[config.mk]
export PLATFORM = sky130hd
export DESIGN_NAME = timer_peripheral
export DESIGN_NICKNAME = d
export VERILOG_FILES = /design/src/rtl/timer_peripheral.sv
export SDC_FILE = /design/constraint.sdc
export NUM_CORES = 1
export LEC_CHECK = 0
export ABC_AREA = 1
export BUFFER_PORTS_ARGS = -buffer_cell sky130_fd_sc_hd__buf_2
export CAP_MARGIN = 20
export CORE_ASPECT_RATIO = 0.8
export CORE_MARGIN = 8
export CORE_UTILIZATION = 50
export DETAILED_ROUTE_END_ITERATION = 8
export PLACE_DENSITY = 0.76
export SLEW_MARGIN = 20
export SYNTH_ARGS = -nofsm -noshare
export SYNTH_HDL_FRONTEND = slang
export SYNTH_SLANG_ARGS = --single-unit
[constraint.sdc]
create_clock -name clk -period 3.7 [get_ports clk]
set_clock_uncertainty 0.1 [all_clocks]
set_input_delay 0.74 -clock clk [delete_from_list [all_inputs] [get_ports clk]]
set_output_delay 0.74 -clock clk [all_outputs]
set_load 0.01 [all_outputs]
[src/rtl/timer_peripheral.sv]
// rtl/timer_peripheral.sv - memory-mapped timer, LED, switch, 7-segment and system-tick responder
//
// Ports:
//   clk            : single clock, all state updates on the rising edge
//   reset          : asynchronous active-low reset, clears all state
//   iMemAddr       : MEM-stage byte address (bits [1:0] ignored)
//   iMemRead       : read strobe, gates oMemReadData
//   iMemWrite      : write strobe, sampled on the rising edge
//   iMemWriteData  : write data
//   oMemReadData   : combinational read data (0 when not reading or unmapped)
//   oInterrupt     : level interrupt, mirrors TCON[2]
//   iSwitch        : asynchronous board switches
//   oLed           : LED register
//   oDigi          : 7-segment register (segments [7:0], anode select [11:8])
module timer_peripheral #(
    parameter logic [31:0] BASE_ADDR = 32'h40000000
) (
    input  logic        clk,
    input  logic        reset,
    input  logic [31:0] iMemAddr,
    input  logic        iMemRead,
    input  logic        iMemWrite,
    input  logic [31:0] iMemWriteData,
    output logic [31:0] oMemReadData,
    output logic        oInterrupt,
    input  logic [7:0]  iSwitch,
    output logic [7:0]  oLed,
    output logic [11:0] oDigi
);

    localparam logic [31:0] ADDR_TH      = BASE_ADDR + 32'h00;
    localparam logic [31:0] ADDR_TL      = BASE_ADDR + 32'h04;
    localparam logic [31:0] ADDR_TCON    = BASE_ADDR + 32'h08;
    localparam logic [31:0] ADDR_LED     = BASE_ADDR + 32'h0C;
    localparam logic [31:0] ADDR_SWITCH  = BASE_ADDR + 32'h10;
    localparam logic [31:0] ADDR_DIGI    = BASE_ADDR + 32'h14;
    localparam logic [31:0] ADDR_SYSTICK = BASE_ADDR + 32'h18;

    logic [31:0] th;
    logic [31:0] tl;
    logic [2:0]  tcon;
    logic [7:0]  led;
    logic [11:0] digi;
    logic [31:0] systick;
    logic [7:0]  sw_meta;
    logic [7:0]  sw_sync;

    logic hit_th, hit_tl, hit_tcon, hit_led, hit_switch, hit_digi, hit_systick;
    logic wr_th, wr_tl, wr_tcon, wr_led, wr_digi;
    logic overflow;
    logic irq_event;

    // Word-aligned decode: byte-lane bits are ignored.
    assign hit_th      = (iMemAddr[31:2] == ADDR_TH[31:2]);
    assign hit_tl      = (iMemAddr[31:2] == ADDR_TL[31:2]);
    assign hit_tcon    = (iMemAddr[31:2] == ADDR_TCON[31:2]);
    assign hit_led     = (iMemAddr[31:2] == ADDR_LED[31:2]);
    assign hit_switch  = (iMemAddr[31:2] == ADDR_SWITCH[31:2]);
    assign hit_digi    = (iMemAddr[31:2] == ADDR_DIGI[31:2]);
    assign hit_systick = (iMemAddr[31:2] == ADDR_SYSTICK[31:2]);

    assign wr_th   = iMemWrite && hit_th;
    assign wr_tl   = iMemWrite && hit_tl;
    assign wr_tcon = iMemWrite && hit_tcon;
    assign wr_led  = iMemWrite && hit_led;
    assign wr_digi = iMemWrite && hit_digi;

    assign overflow  = tcon[0] && (tl == 32'hFFFFFFFF);
    assign irq_event = overflow && tcon[1];

    always_ff @(posedge clk or negedge reset) begin
        if (!reset) begin
            th      <= '0;
            tl      <= '0;
            tcon    <= '0;
            led     <= '0;
            digi    <= '0;
            systick <= '0;
            sw_meta <= '0;
            sw_sync <= '0;
        end else begin
            systick <= systick + 32'd1;
            sw_meta <= iSwitch;
            sw_sync <= sw_meta;

            if (wr_th) begin
                th <= iMemWriteData;
            end

            // A CPU write to TL overrides both counting and reload; a reload
            // sees the old TH because th is updated non-blocking.
            if (wr_tl) begin
                tl <= iMemWriteData;
            end else if (tcon[0]) begin
                if (overflow) begin
                    tl <= th;
                end else begin
                    tl <= tl + 32'd1;
                end
            end

            // An overflow on the same edge as a software clear keeps the
            // status bit set so the event is not lost.
            if (wr_tcon) begin
                tcon <= {iMemWriteData[2] | irq_event, iMemWriteData[1:0]};
            end else if (irq_event) begin
                tcon[2] <= 1'b1;
            end

            if (wr_led) begin
                led <= iMemWriteData[7:0];
            end
            if (wr_digi) begin
                digi <= iMemWriteData[11:0];
            end
        end
    end

    always_comb begin
        oMemReadData = '0;
        if (iMemRead) begin
            if (hit_th)           oMemReadData = th;
            else if (hit_tl)      oMemReadData = tl;
            else if (hit_tcon)    oMemReadData = {29'd0, tcon};
            else if (hit_led)     oMemReadData = {24'd0, led};
            else if (hit_switch)  oMemReadData = {24'd0, sw_sync};
            else if (hit_digi)    oMemReadData = {20'd0, digi};
            else if (hit_systick) oMemReadData = systick;
        end
    end

    assign oInterrupt = tcon[2];
    assign oLed       = led;
    assign oDigi      = digi;

endmodule
# Word-level counts from Yosys, hierarchy flattened
# Cells that the tools add are included.
word_totals:
  output_inout_bits: 53
  word_cells: 42
  ff_bits: 135
op_classes:
  mux: 13
  n_reduce_logical: 9
  n_bitwise: 1
  n_eq_ne: 8
  add_sub_neg: 2
ops:
  columns: ["operator", "n"]
  rows:
  - ["32-bit 2-to-1 mux", 11]
  - ["30-bit by 29-bit equality test with 1-bit output, second input constant", 7]
  - ["32-bit by 1-bit adder with 32-bit output, second input constant", 2]
  - ["32-bit equality test, second input constant", 1]
  - ["1-bit logical AND", 7]
  - ["2-bit nonzero test", 2]
  - ["1-bit 2-to-1 mux", 2]
  - ["1-bit bitwise OR", 1]

# Logic depth before layout (Yosys ltp)
# Gate-level depths: netlist of run 1.
depth:
  depth_word: 9
  depth_mapped: 13
  mapped_depth_nobuf: 13

# Least setup slack after synthesis of run 1
# No wires, ideal clock.
synth_timing:
  kind: "input -> output"
  from: "input iMemAddr[10]"
  to: "output oMemReadData[0]"
  stages: 12
  path_slack_ns: 0.799
  arrival_time_ns: 2.061
  required_time_ns: 2.860
  n_path_buf: 1
  path_cell_list: "nor2_1 nand2_1 nor2_4 nand3_1 nor2_1 buf_2 nor2_1 nand3_1 nand2_1 nand2_1 nand2_1 a21oi_1"
synth_between:
  elab_chain_cells: 9
  elab_cells_between_ends: 15
  cone_classes: "eq/ne (7); mux (8)"
synth_lines:
  columns: ["item", "line_no", "source"]
  rows:
  - ["start: declaration", "20", "input logic [31:0] iMemAddr,"]
  - ["30-bit by 29-bit equality test with 1-bit output", "60", "assign hit_systick = (iMemAddr[31:2] == ADDR_SYSTICK[31:2]);"]
  - ["32-bit 2-to-1 mux", "128", "else if (hit_systick) oMemReadData = systick;"]
  - ["32-bit 2-to-1 mux", "127", "else if (hit_digi) oMemReadData = {20'd0, digi};"]
  - ["32-bit 2-to-1 mux", "126", "else if (hit_switch) oMemReadData = {24'd0, sw_sync};"]
  - ["32-bit 2-to-1 mux", "125", "else if (hit_led) oMemReadData = {24'd0, led};"]
  - ["32-bit 2-to-1 mux", "124", "else if (hit_tcon) oMemReadData = {29'd0, tcon};"]
  - ["32-bit 2-to-1 mux", "123", "else if (hit_tl) oMemReadData = tl;"]
  - ["32-bit 2-to-1 mux (*)", "122", "if (hit_th) oMemReadData = th;"]
  - ["32-bit 2-to-1 mux (*)", "121", "if (iMemRead) begin"]
  - ["end: declaration", "24", "output logic [31:0] oMemReadData,"]
# Every way passes the cells marked *; elsewhere a longest branch is shown, timed or not.

# Final worst setup path of run 1
layout_timing:
  from: "input iMemAddr[7]"
  to: "output oMemReadData[5]"
# The elaborated chain is that of the path after synthesis.

==> flow_summary.json, run 1 <==
{
  "hpwl_mm": 18.1,
  "wl_per_cell_um": 17.7,
  "die_h_um": 128,
  "wl_mm": 24.7,
  "cap_viol_max_count": 0,
  "grt_max_degree": 75,
  "power.total_w": 0.00328,
  "fin_crit_sh_pct": 94.3,
  "ys_types": 42,
  "critPathRequiredTime_ns": 2.86,
  "muxShareOfSynthArea_pct": 0.570,
  "regArea_um2": 3380,
  "post_cts_buffers": 0,
  "synth_compound_gate_area_share_pct": 15.3,
  "drtIter0Drc": 771,
  "firstDrtPassIters": 6,
  "crit_buf_inv": 4,
  "holdWs_ns": 0.230,
  "place_inst": 1364,
  "cts-htree-levels": 4,
  "syn_to_final_growth_pct": 17.9,
  "crit_family": "simple AND/OR/NAND/NOR gates",
  "outcome": "complete, no violations",
  "synthAdderAreaFrac_pct": 0.317,
  "final_nets": 1246,
  "syn_area_um2": 7900,
  "clk_latency_ns": 0.43,
  "antenna_found_initial": 0,
  "gr-total-overflow": 0,
  "vias": 7588,
  "final_cell_count_no_fill": 1396,
  "fmax_ghz": 0.287,
  "slew_headroom_pct": 46.7,
  "hp-class": "input port to asynchronous set/reset pin",
  "final_util_pct": 59.7,
  "powerDensity_nw_per_um2": 353,
  "routabilityCongestion": 0.940,
  "crit_type": "input port to primary output",
  "rr_startpoint": "tl[0]",
  "cts.sink_count": 135,
  "synth_top_family_by_area": "simple AND/OR/NAND/NOR gates",
  "mostFrequentLayoutCell": "nand2_1",
  "path_max_fanout": 9,
  "n_antenna_cell": 0,
  "ctsResizeCount": 0,
  "setup_viol": 0,
  "layout-drive-gt1-share_pct": 17.2,
  "postSynthCellCount": 1048,
  "grt_pass1_wl_mm": 39.2,
  "hold_viol": 0,
  "path_cells": "buf_2, nor2_1, nand2_1, inv_1, nand3_1, nor2_1, nor2_1, inv_1, o21ai_0, nand2_1, a21oi_1, buf_2",
  "period_needed_ns": 3.49,
  "grt_pass1_vias": 7433,
  "ys_ff_latch": 135,
  "die_width_um": 157,
  "io_buffers": 126,
  "fillers": 1486,
  "avgSynthCellArea_um2": 7.54,
  "rows": 41,
  "cts_root_buf": "clkbuf_16",
  "drc": 0,
  "synth_xor_area_share_pct": 5.88,
  "worst_ep_arrival_time_ns": 2.65,
  "crit_path_end_kind": "primary output",
  "crit_path_start_kind": "input port",
  "cp_common_cell": "nor2_1",
  "critPathLaunch": "iMemAddr[7]",
  "maxSlewViolCount": 0,
  "ant_nets": 0,
  "yosys.area_share.simple_pct": 25.9,
  "cp_slowest_cell": "nor2_1",
  "p_leak_nw": 4.53,
  "rsz0062_at_grt": "no",
  "via_per_inst": 5.44,
  "tns_ns": 0,
  "yosys_warnings": 0,
  "clockBufferDepth": 2,
  "clk_pin_slew_worst_paths_ns": 0.06,
  "pin_count": 129,
  "cts.hold.buffers_added": 0,
  "slowest_delay_ns": 0.61,
  "cts_made_buffers": 17,
  "synth-seq-area-share_pct": 42.8,
  "final_cell_mix": "nand2_1, inv_1, dfrtp_1",
  "core_um2": 15600,
  "start_util_pct": 50.6,
  "die_area_um2": 20100,
  "globalRouteTotalUtil_pct": 25.3,
  "cts_tree": "yes",
  "syn-num-nets": 1126,
  "tightest_slew_ns": 0.793,
  "multi_input_area_um2": 3790,
  "peakVddDrop_mv": 0.291
}
==> state kept, by name, indices dropped and copies added (netlist names) <==
signal / flops
sw_sync: 8
tl: 32
systick: 32
tcon: 3
sw_meta: 8
oLed: 8
oDigi: 12
th: 32
==> where the power goes <==
group	switching (W)	total [W]	internal (W)
registers	0.00000225	0.00149	0.00149
logic	0.0000733	0.000113	0.0000397
clock network	0.000685	0.00168	0.000996
total	0.000761	0.00328	0.00252
==> per-stage QoR <==
step	area [um2]	worst slack, ns
final	9310	0.212
after CTS	9310	0.285
after detailed placement	8730	0.295
after floorplan	7900	0.799
after global routing	9310	0.0841
after global placement	8730	0.304
==> cell usage after synthesis, drive strengths merged <==
master / instances / share of area, %
nor3b: 1 / 0.095
a31o: 2 / 0.22
nor3: 27 / 2.4
clkbuf: 18 / 0.86
a21oi: 41 / 2.6
o2bb2ai: 1 / 0.11
nor2: 94 / 4.9
o21bai: 10 / 0.95
a21o: 1 / 0.095
nand3: 50 / 3.4
ha: 2 / 0.32
nor4: 7 / 0.55
nand2: 270 / 13
xor2: 49 / 5.4
xnor2: 4 / 0.44
o221ai: 14 / 1.6
nand4: 13 / 1.1
buf: 19 / 1.5
clkinv: 1 / 0.063
and3: 3 / 0.24
o22ai: 13 / 1.0
nand3b: 1 / 0.095
nor4b: 1 / 0.11
o211ai: 27 / 2.6
dfrtp: 135 / 43
a31oi: 4 / 0.32
mux2: 4 / 0.57
o21ai: 93 / 5.9
inv: 143 / 6.8
==> cell families after synthesis <==
group | count (synthesis)
fa+ha+maj | 2
simple gates | 467
buf+inv | 181
mux | 4
xor+xnor | 53
compound gates | 206
flops | 135
==> layer usage <==
| layer | global-route usage [%] | wire, um |
|---|---|---|
| met4 | 6.77 | 439 |
| met3 | 9.08 | 2420 |
| met5 | 0 | 0 |
| met2 | 39.5 | 11200 |
| met1 | 32.7 | 10600 |
==> worst paths after layout <==
kind                                         to  depth (start not counted)  slack [ns]
worst max-delay path            oMemReadData[5]                         12        0.21
worst min-delay path                 sw_meta[7]                          1        0.23
worst max register to register           tl[28]                         11        1.12
worst min register to register       sw_sync[5]                          0        0.25
max in group asynchronous                th[18]                          2        2.53
min in group clk                     sw_sync[5]                          0        0.25
==> layout make-up <==
type | instances | area share [%]
well taps | 215 | 2.89
clock buffers | 18 | 4.61
multi-input cells | 732 | 40.7
repair buffers | 138 | 8.08
flip-flops and latches | 135 | 36.3
inverters | 144 | 5.82
clock inverters | 14 | 1.60
(Power assumes the default switching activity.)
==> inputs of run 2 (changes only) <==
SETUP_SLACK_MARGIN = 0.4   (was not set)
==> run 2 against run 1 <==
Compared with the run above: sequential share of layout area fell by 0.55 points; critical path type unchanged; core utilization up 0.91 points; clock-buffer cell count did not move.
==> flow_summary.json, run 2 (synthesized netlist as in run 1, its figures left out) <==
{
  "wl_per_cell_um": 17.8,
  "cts_root_buf": "clkbuf_16",
  "setup_viol": 0,
  "use_met3_pct": 9.05,
  "use_met2_pct": 39.5,
  "rsz0062_at_grt": "yes",
  "period_needed_ns": 3.27,
  "hpwl_mm": 18.1,
  "wl_mm": 24.9,
  "cts_tree": "yes",
  "ant_nets": 0,
  "drc": 0,
  "drtIter0Drc": 780,
  "mostFrequentLayoutCell": "nand2_1",
  "power.total_w": 0.00329,
  "via_per_inst": 5.46,
  "tns_ns": 0,
  "powerDensity_nw_per_um2": 348,
  "routabilityCongestion": 0.940,
  "path_max_fanout": 11,
  "fin_crit_sh_pct": 88.3,
  "crit_family": "simple AND/OR/NAND/NOR gates",
  "crit_buf_inv": 3,
  "grt_pass1_wl_mm": 39.3,
  "syn_to_final_growth_pct": 19.7,
  "n_antenna_cell": 0,
  "path_cells": "buf_2, nor2_1, nand2_1, nor2_2, nand2_1, nor2_2, nand2_2, buf_4, o211ai_1, nand2_1, a21oi_2, buf_2",
  "crit_type": "input port to primary output",
  "peakVddDrop_mv": 0.294,
  "clk_pin_slew_worst_paths_ns": 0.06,
  "vias": 7662,
  "gr-total-overflow": 0,
  "cp_common_cell": "nand2_1",
  "cp_slowest_cell": "o211ai_1",
  "layout-drive-gt1-share_pct": 19.3,
  "io_buffers": 126,
  "crit_path_start_kind": "input port",
  "slowest_delay_ns": 0.23,
  "grt_max_degree": 75,
  "cts-htree-levels": 4,
  "rr_startpoint": "tl[0]",
  "cap_viol_max_count": 0,
  "rows": 41,
  "cts.hold.buffers_added": 0,
  "core_um2": 15600,
  "reg2reg_to": "tl[29]",
  "fmax_ghz": 0.306,
  "grt_pass1_vias": 7433,
  "maxSlewViolCount": 0,
  "start_util_pct": 50.6,
  "top_usage_layer": "met2",
  "die_area_um2": 20100,
  "globalRouteTotalUtil_pct": 25.3,
  "final_nets": 1254,
  "place_inst": 1364,
  "die_width_um": 157,
  "clockBufferDepth": 2,
  "slew_headroom_pct": 45.6,
  "outcome": "complete, no violations",
  "tightest_slew_ns": 0.809,
  "pin_count": 129,
  "firstDrtPassIters": 6,
  "reg2reg_depth": 11,
  "crit_path_end_kind": "primary output",
  "hold_viol": 0,
  "die_h_um": 128,
  "antenna_found_initial": 0,
  "worst_ep_arrival_time_ns": 2.43,
  "clk_latency_ns": 0.43,
  "regArea_um2": 3380,
  "multi_input_area_um2": 3840,
  "final_cell_count_no_fill": 1404,
  "fillers": 1454,
  "hp-class": "input port to asynchronous set/reset pin",
  "cts.sink_count": 135,
  "cts_made_buffers": 17,
  "largestRegisters": "systick x32, th x32, tl x32",
  "critPathRequiredTime_ns": 2.86,
  "rrSetupSlack_ns": 1.13,
  "final_cell_mix": "nand2_1, dfrtp_1, inv_1",
  "met1_usage_pct": 32.8,
  "p_leak_nw": 4.56
}
[run 2: worst max path at each step]
| stage | endpoint | start | depth (start not counted) |
|---|---|---|---|
| 3_5_place_dp | oMemReadData[2] | iMemAddr[7] | 12 |
| 3_3_place_gp | oMemReadData[2] | iMemAddr[30] | 13 |
| 6_report | oMemReadData[2] | iMemAddr[25] | 12 |
| 2_1_floorplan | oMemReadData[0] | iMemAddr[10] | 12 |
| 4_1_cts | oMemReadData[5] | iMemAddr[10] | 12 |
| 5_1_grt | oMemReadData[7] | iMemAddr[29] | 12 |
[run 2: routing by layer]
layer,share of wire [%],routed length [um]
met1,43,10700
met2,45,11300
met3,10,2570
met4,1.7,414
met5,0,0
[run 2: layout make-up]
class,count,share of cell area (%)
multi-input combinational,732,40.6
sequential,135,35.7
inverter,144,5.89
tap,215,2.85
timing repair buffer,146,8.75
clock inverter,14,1.58
clock buffer,18,4.54
[run 2: where the power goes]
group          internal (W)  switching, W
combinational     0.0000401     0.0000750
sequential          0.00149    0.00000223
clock              0.000996      0.000691
[run 2: timing repair]
action	CTS	global route
gates cloned	0	0
resized for setup	5	26
pin swaps	0	4
buffers inserted	0	8
endpoints found under the setup margin	12	32
[run 2: stage by stage]
stage | worst slack (ns) | hold WS, ns | utilization, % | instance area, um2
after floorplan | 0.799 | 0.231 | - | 7900
after global placement | 0.304 | 0.234 | 56.0 | 8730
after detailed placement | 0.295 | 0.236 | 56.0 | 8730
after CTS | 0.386 | 0.250 | 59.7 | 9320
after global routing | 0.302 | 0.251 | 60.6 | 9450
final | 0.433 | 0.228 | 60.6 | 9450
==> inputs of run 3 (changes only) <==
GPL_TIMING_DRIVEN = 0   (was not set)
==> run 3 against run 2 <==
Compared with the run above: sequential share of layout area down 0.29 points; non-clock buffer count grew 18; sequential cell count did not move; critical path depth shrank 1; power shrank 3.5%; clock-buffer cell count decreased by 1; setup slack gained 0.065 ns.
==> flow_summary.json, run 3 (synthesized netlist as in run 1, its figures left out) <==
{
  "outcome": "complete, no violations",
  "grt_pass1_wl_mm": 42.1,
  "slew_headroom_pct": 53.3,
  "syn_to_final_growth_pct": 20.6,
  "setup_viol": 0,
  "fin_crit_sh_pct": 86.5,
  "holdWs_ns": 0.0896,
  "io_buffers": 124,
  "path_max_fanout": 10,
  "gr-total-overflow": 0,
  "reg2reg_depth": 10,
  "cts-htree-levels": 4,
  "rrSetupSlack_ns": 1.02,
  "powerDensity_nw_per_um2": 333,
  "crit_path_start_kind": "input port",
  "core_um2": 15600,
  "tightest_slew_ns": 0.701,
  "rows": 41,
  "n_antenna_cell": 0,
  "die_width_um": 157,
  "fmax_ghz": 0.312,
  "grt_pass1_vias": 7645,
  "final_nets": 1272,
  "cts.hold.buffers_added": 0,
  "hp-class": "input port to asynchronous set/reset pin",
  "clk_latency_ns": 0.44,
  "routabilityCongestion": 0.969,
  "placed_cell_area_um2": 8820,
  "p_leak_nw": 4.61,
  "peakVddDrop_mv": 0.320,
  "worst_ep_arrival_time_ns": 2.36,
  "ant_nets": 0,
  "crit_type": "input port to primary output",
  "wl_mm": 27.1,
  "pin_count": 129,
  "cap_viol_max_count": 0,
  "crit_path_end_kind": "primary output",
  "start_util_pct": 50.6,
  "die_h_um": 128,
  "via_per_inst": 5.57,
  "maxSlewViolCount": 0,
  "firstDrtPassIters": 7,
  "rsz0062_at_grt": "yes",
  "final_cell_mix": "nand2_1, inv_1, dfrtp_1",
  "fillers": 1463,
  "mostFrequentLayoutCell": "nand2_1",
  "clockBufferDepth": 2,
  "critPathRequiredTime_ns": 2.86,
  "drc": 0,
  "grt_max_degree": 93,
  "rr_startpoint": "tl[0]",
  "cts.sink_count": 135,
  "cts_root_buf": "clkbuf_16",
  "final_area_um2": 9530,
  "antenna_found_initial": 0,
  "vias": 7915,
  "period_needed_ns": 3.20,
  "cts_tree": "yes",
  "hold_viol": 0,
  "reg2reg_to": "tl[15]",
  "drtIter0Drc": 958,
  "layout-drive-gt1-share_pct": 19.9,
  "clk_pin_slew_worst_paths_ns": 0.06,
  "cts_made_buffers": 17,
  "die_area_um2": 20100,
  "wl_per_cell_um": 19.1,
  "globalRouteTotalUtil_pct": 27.5,
  "hpwl_mm": 20.1,
  "largestRegisters": "systick x32, th x32, tl x32"
}
run 3: changes by cell type in the layout (fill, tap and decap cells not counted), sizes merged:
| cell | delta |
|---|---|
| bufinv | -2 |
| clkbuf | +14 |
| clkinv | +1 |
| buf | +3 |
| clkinvlp | +1 |
run 3: how the worst max path moves through the flow:
stage,slack (ns),endpoint,cells past startpoint,startpoint
floorplan,0.80,oMemReadData[0],12,iMemAddr[10]
global placement,-0.08,systick[20],1,reset
detailed placement,0.07,oMemReadData[2],13,iMemAddr[10]
CTS,0.40,oMemReadData[2],12,iMemAddr[4]
global route,0.34,oMemReadData[15],14,iMemAddr[21]
finish,0.50,oMemReadData[22],11,iMemAddr[23]
run 3: per-stage QoR:
stage	utilization [%]	power [W]	setup WS, ns	TNS, ns	std cells
final	61.1	0.00317	0.498	0	1421
after CTS	60.4	0.00317	0.397	0	1421
after global routing	61.1	0.00325	0.338	0	1421
after floorplan	-	0.00154	0.799	0	1048
after global placement	56.3	0.00162	-0.0792	-8.82	1387
after detailed placement	56.6	0.00163	0.0683	0	1388
run 3: power by group:
part / internal, W / leakage (nW) / total [W] / switching, W
registers: 0.00149 / 1.78 / 0.00149 / 0.00000242
logic: 0.0000411 / 2.58 / 0.000120 / 0.0000788
clock network: 0.000854 / 0.244 / 0.00157 / 0.000712
total: 0.00238 / 4.61 / 0.00317 / 0.000793
run 3: area by class of cell:
| class | instances | area (um2) | share of cell area [%] |
|---|---|---|---|
| inverters | 144 | 546 | 5.73 |
| clock inverters | 14 | 104 | 1.09 |
| multi-input cells | 732 | 3890 | 40.9 |
| plain buffers | 37 | 239 | 2.51 |
| well taps | 215 | 269 | 2.82 |
| flip-flops and latches | 135 | 3380 | 35.5 |
| clock buffers | 17 | 425 | 4.46 |
| repair buffers | 127 | 673 | 7.07 |
run 3: layer usage:
layer / track usage [%] / vias up / wire (um)
met2: 41.7 / 438 / 12000
met3: 7.14 / 36 / 3120
met1: 37.7 / 3725 / 11600
li1: - / 3716 / -
met4: 8.91 / 0 / 441
met5: 0 / - / 0
run 3: critical path, stage by stage:
cell	delay, ns
buf_2	0.10
nor2_1	0.14
inv_1	0.07
nor2_2	0.16
nand3_2	0.12
inv_2	0.12
nand2_4	0.12
clkbuf_2	0.29
o221ai_1	0.30
inv_1	0.06
buf_2	0.14
run 3: what timing repair did:
| action | in CTS | in global routing |
|---|---|---|
| setup endpoints to repair | 28 | 32 |
| gates resized for setup | 18 | 47 |
| setup buffers | 2 | 0 |
| pin swaps | 3 | 1 |
